<file path="src/rtl/fifo_word_reader_if.sv">
// rtl/fifo_word_reader_if.sv - byte FIFO read port and packed word output handshake
interface fifo_word_reader_if #(
   parameter int BYTES = 4
);
   logic               rready;
   logic               re;
   logic [7:0]         rdata;
   logic               word_valid;
   logic               word_ready;
   logic [BYTES*8-1:0] word_data;
   logic [3:0]         word_bytes;

   // master: the word reader; slave: FIFO plus word consumer
   modport master (
      input  rready,
      output re,
      input  rdata,
      output word_valid,
      input  word_ready,
      output word_data,
      output word_bytes
   );

   modport slave (
      output rready,
      input  re,
      output rdata,
      input  word_valid,
      output word_ready,
      input  word_data,
      input  word_bytes
   );
endinterface

</file>
<file path="src/rtl/fifo_word_reader.sv">
// rtl/fifo_word_reader.sv - pops FIFO bytes and packs them little-endian into words
module fifo_word_reader #(
   parameter int BYTES = 4,
   parameter int CNT_W = 16
) (
   input  logic                clk,
   input  logic                rst,
   fifo_word_reader_if.master  bus,
   input  logic                flush,
   output logic                busy,
   output logic [CNT_W-1:0]    byte_total
);

   typedef enum logic {FILL, HOLD} state_t;

   state_t             state, state_n;
   logic [3:0]         cnt, cnt_n, cnt_inc;
   logic [BYTES*8-1:0] shadow, shadow_n;
   logic [3:0]         nbytes, nbytes_n;
   logic [CNT_W-1:0]   total_n;
   logic               pop;

   // Popping is gated by reset so the FIFO never loses a byte while we are held in reset.
   assign bus.re  = rst & bus.rready & (state == FILL);
   assign pop     = bus.re;
   assign cnt_inc = cnt + 4'd1;

   always_ff @(posedge clk or negedge rst) begin
      if (!rst) begin
         state <= FILL;
      end else begin
         state <= state_n;
      end
   end

   always_comb begin
      state_n  = state;
      cnt_n    = cnt;
      shadow_n = shadow;
      nbytes_n = nbytes;
      total_n  = byte_total;
      case (state)
         FILL: begin
            if (pop) begin
               for (int i = 0; i < BYTES; i++) begin
                  if (cnt == 4'(i)) begin
                     shadow_n[i*8 +: 8] = bus.rdata;
                  end
               end
               cnt_n   = cnt_inc;
               total_n = byte_total + CNT_W'(1);
            end
            // A byte popped in the flush cycle belongs to the flushed word.
            if (pop && (cnt_inc == 4'(BYTES))) begin
               state_n  = HOLD;
               nbytes_n = cnt_inc;
               cnt_n    = 4'd0;
            end else if (flush && ((cnt != 4'd0) || pop)) begin
               state_n  = HOLD;
               nbytes_n = pop ? cnt_inc : cnt;
               cnt_n    = 4'd0;
            end
         end
         HOLD: begin
            if (bus.word_ready) begin
               state_n  = FILL;
               shadow_n = '0;
               nbytes_n = 4'd0;
            end
         end
         default: state_n = FILL;
      endcase
   end

   always_ff @(posedge clk or negedge rst) begin
      if (!rst) begin
         cnt        <= 4'd0;
         shadow     <= '0;
         nbytes     <= 4'd0;
         byte_total <= '0;
      end else begin
         cnt        <= cnt_n;
         shadow     <= shadow_n;
         nbytes     <= nbytes_n;
         byte_total <= total_n;
      end
   end

   assign bus.word_valid = (state == HOLD);
   assign bus.word_data  = shadow;
   assign bus.word_bytes = nbytes;
   assign busy           = (cnt != 4'd0) | bus.word_valid;

endmodule

</file>
<file path="src/flat_wrapper.sv">
// flat-port wrapper written by rule: the top's interface ports become plain ports
module fifo_word_reader_flat 
#(
   parameter int BYTES = 4,
   parameter int CNT_W = 16
)
  (clk, rst, flush, busy, byte_total, bus_rready, bus_re, bus_rdata, bus_word_valid, bus_word_ready, bus_word_data, bus_word_bytes);
  fifo_word_reader_if #(.BYTES(BYTES)) bus_i ();
  input  logic clk;
  input  logic rst;
  input  logic flush;
  output logic busy;
  output logic [CNT_W-1:0] byte_total;
  input wire logic [$bits(bus_i.rready)-1:0] bus_rready;
  output wire logic [$bits(bus_i.re)-1:0] bus_re;
  input wire logic [$bits(bus_i.rdata)-1:0] bus_rdata;
  output wire logic [$bits(bus_i.word_valid)-1:0] bus_word_valid;
  input wire logic [$bits(bus_i.word_ready)-1:0] bus_word_ready;
  output wire logic [$bits(bus_i.word_data)-1:0] bus_word_data;
  output wire logic [$bits(bus_i.word_bytes)-1:0] bus_word_bytes;
  assign bus_i.rready = bus_rready;
  assign bus_re = bus_i.re;
  assign bus_i.rdata = bus_rdata;
  assign bus_word_valid = bus_i.word_valid;
  assign bus_i.word_ready = bus_word_ready;
  assign bus_word_data = bus_i.word_data;
  assign bus_word_bytes = bus_i.word_bytes;
  fifo_word_reader #(.BYTES(BYTES), .CNT_W(CNT_W)) u_core (.clk(clk), .rst(rst), .bus(bus_i), .flush(flush), .busy(busy), .byte_total(byte_total));
endmodule
</file>
<file path="config.mk">
export PLATFORM = sky130hd
export DESIGN_NAME = fifo_word_reader_flat
export DESIGN_NICKNAME = d
export VERILOG_FILES = /design/src/rtl/fifo_word_reader_if.sv /design/src/rtl/fifo_word_reader.sv /design/src/flat_wrapper.sv
export SDC_FILE = /design/constraint.sdc
export NUM_CORES = 1
export LEC_CHECK = 0
export BUFFER_PORTS_ARGS = -buffer_cell sky130_fd_sc_hd__buf_2
export CAP_MARGIN = 25
export CORE_UTILIZATION = 30
export DETAILED_ROUTE_END_ITERATION = 12
export SLEW_MARGIN = 20
export SYNTH_ARGS = -nofsm -noshare
export SYNTH_HDL_FRONTEND = slang
export SYNTH_SLANG_ARGS = --single-unit
</file>
<file path="constraint.sdc">
create_clock -name clk -period 1.7 [get_ports clk]
set_clock_uncertainty 0.2 [all_clocks]
set_input_delay 0.085 -clock clk [delete_from_list [all_inputs] [get_ports clk]]
set_output_delay 0.085 -clock clk [all_outputs]
set_load 0.05 [all_outputs]
</file>
==> flow_summary.yaml <==
timing:
  drv_slew: 0
  finalCritPeriodShare_pct: 104
  max_freq_ghz: 0.566
  tightest_slew_ns: 0.309
  hold_violations: 0
  hold_slack_ns: 0.0310
  relSlewSlack_pct: 79.4
  setup_violations: 20
  timing.final.ws_setup_ns: -0.0669
  period_needed_ns: 1.77
  rsz0062_at_grt: "yes"
min_path:
  hold_depth: 3
  hold_path_class: "in -> reg"
detailed_routing:
  drtIter0Drc: 67
  remaining_drc_errors: 0
  dr.pass1.iters: 4
  ant_nets: 0
  wl_per_cell_um: 14.7
  vias_per_cell: 4.67
  via_count: 2148
  wirelength_um: 6770
place:
  dp_hpwl_um: 4530
  port_buffers: 67
  dpl-instance-area_mm2: 0.00332
  gp_congestion: 0.786
  dp.cells: 423
synthesis:
  async_flop_share_pct: 100
  postSynthCellCount: 236
  yosysWarnings: 0
  synth_seq_cells: 57
  synth.distinct_cells: 33
  ys.flop_type: "dfrtp_1"
  syn_avg_cell_area_um2: 11.3
  synth_nets: 254
  synth_edf_count: 0
  yosysSeqAreaShare_pct: 53.3
  syn_area_mm2: 0.00268
setup_path:
  r2r_cells: 4
  path_class: "reg -> reg"
  critPathLaunchType: "flip-flop"
  arrival_ns: 1.78
  cp.required_ns: 1.72
  end_kind: "flip-flop"
  worst-path-max-fanout: 4
floorplanning:
  core_mm2: 0.00868
  die_y_um: 96.4
  fp.dieW_um: 96.4
  dieArea_mm2: 0.00930
  start_util_pct: 30.8
  io_pins: 68
  num_rows: 34
global_route:
  overflow: 0
  grt_util_all_layers_pct: 14.9
  grt_first_pass_wirelength_um: 10200
  grt_max_degree: 39
  grt_pass1_vias: 2091
  grt_antenna_before_repair: 0
cells_and_area:
  diodes: 0
  stdcell_area_mm2: 0.00392
  nFillCells: 850
  multi_input_area_mm2: 0.00132
  regArea_mm2: 0.00143
  syn_to_final_growth_pct: 46.4
  drive_gt1_share_pct: 47.7
  finalNonFillerCells: 460
  final_nets: 365
clocking:
  clockBufferDepth: 2
  cts_tree: "built"
  cts.sinks: 57
  cts_buffers: 9
  clk_pin_slew_ns: 0.07
  clk_latency_ns: 0.33
  htree_levels: 3
  cts_root_buffer: "clkbuf_8"
outcome:
  run_status: "complete, but fails checks"
  violations: "negative setup slack"
job:
  maxCapViolCount: 0
power_and_ir_drop:
  leakagePower_nw: 2.02
  vdd_drop_max_mv: 1.05
  power_density_mw_per_mm2: 1780
==> worst max-delay path, stage by stage, from the launching register on <==
cell and delay (ns):
dfrtp_1 0.41, nor3_4 0.26, nand3_2 0.12, a211o_4 0.37, mux2_4 0.30
==> routing by layer <==
metal | global-route usage, % | wire (µm) | vias up
li1 | - | - | 1035
met1 | 18.6 | 3030 | 1047
met2 | 23.9 | 3270 | 62
met3 | 5.40 | 439 | 4
met4 | 4.78 | 34 | 0
met5 | 0 | 0 | -
==> cells in the mapped netlist (6+ instances only) <==
cell / n / area share (%)
a211oi_1: 8 / 2.2
a21o_1: 9 / 2.5
clkbuf_1: 7 / 0.98
dfrtp_1: 57 / 53
inv_1: 13 / 1.8
mux2_2: 17 / 7.2
mux2i_1: 12 / 4.5
nand2_1: 21 / 2.9
nand3_1: 9 / 1.7
nand4_1: 6 / 1.4
nor2b_1: 9 / 2.1
o22ai_1: 8 / 1.9
xnor2_1: 13 / 4.3
==> sequential cells by signal, summed over array words and instances, names as in the netlist <==
name                   flops
u_core.bus.word_data      32
u_core.byte_total         16
u_core.bus.word_bytes      4
u_core.cnt                 4
u_core.bus.word_valid      1
==> cells in the final DEF (no fill, tap or decap), types with 2 or more instances in the layout <==
| cell | n |
|---|---|
| nand3_2 | 5 |
| o22ai_1 | 8 |
| buf_6 | 6 |
| a211oi_1 | 8 |
| buf_12 | 3 |
| xnor2_1 | 13 |
| a21o_1 | 9 |
| clkbuf_8 | 10 |
| nor2_1 | 3 |
| buf_2 | 65 |
| nand3_1 | 3 |
| mux2_2 | 9 |
| mux2i_1 | 12 |
| inv_2 | 2 |
| clkinv_4 | 2 |
| inv_6 | 2 |
| inv_1 | 11 |
| dlygate4sd3_1 | 11 |
| nand4_1 | 6 |
| nand2_1 | 20 |
| o21ai_0 | 2 |
| nor2b_1 | 8 |
| mux2_4 | 9 |
| xor2_1 | 5 |
| buf_4 | 24 |
| ha_1 | 3 |
| nor3_4 | 2 |
| dfrtp_1 | 51 |
| and2_1 | 4 |
| a21oi_1 | 3 |
| a21oi_4 | 2 |
| dfrtp_2 | 6 |
| nor3_2 | 3 |
==> path summary, 6_finish.rpt <==
path                                        from                  endpoint  slack (ns)
max                                u_core.cnt[3]  u_core.bus.word_bytes[0]       -0.07
min                               bus_word_ready     u_core.bus.word_valid        0.03
max reg2reg                        u_core.cnt[3]  u_core.bus.word_bytes[0]       -0.07
min reg2reg                u_core.byte_total[15]     u_core.byte_total[15]        0.27
max in group asynchronous                    rst     u_core.bus.word_valid        0.77
min in group asynchronous                    rst  u_core.bus.word_bytes[2]        0.25
==> stage by stage <==
step	setup slack [ns]	total power [mW]	setup TNS (ns)	util, %
floorplan	-0.241	4.39	-1.71	-
global placement	-0.112	5.19	-1.33	38.2
detailed placement	-0.140	5.24	-1.93	38.2
CTS	-0.0434	6.76	-0.0791	43.3
global route	-0.109	7.30	-2.24	45.1
finish	-0.0669	6.95	-0.344	45.1
==> logic make-up after synthesis <==
| logic type | share of synthesized area, % |
|---|---|
| AO/OA/AOI/OAI | 9.68 |
| flip-flops | 53.3 |
| XOR/XNOR | 5.89 |
| AND/OR/NAND/NOR | 12.8 |
| multiplexers | 12.2 |
| adder cells (fa/ha/maj) | 2.34 |
| buffers and inverters | 3.79 |
==> power breakdown <==
part / switching [mW] / internal, mW / total, mW / leakage [nW]
Combinational: 2.33 / 1.28 / 3.60 / 1.17
Sequential: 0.298 / 1.75 / 2.05 / 0.748
Clock: 0.608 / 0.689 / 1.30 / 0.100
==> area by class of cell <==
type / instances / share of cell area, %
flip-flops and latches: 57 / 36.6
multi-input cells: 155 / 33.8
repair buffers: 111 / 19.7
well taps: 108 / 3.45
clock buffers: 9 / 3.16
clock inverters: 7 / 1.98
inverters: 13 / 1.25
==> repair_timing <==
action                                 CTS  global route
hold buffers                            11             0
pin swaps                                4            14
endpoints found under the hold margin   79             0
buffers inserted                         7             4
gates resized for setup                 14            31
setup endpoints to repair               33            51
No activity file was read; power rests on OpenSTA's default activity.
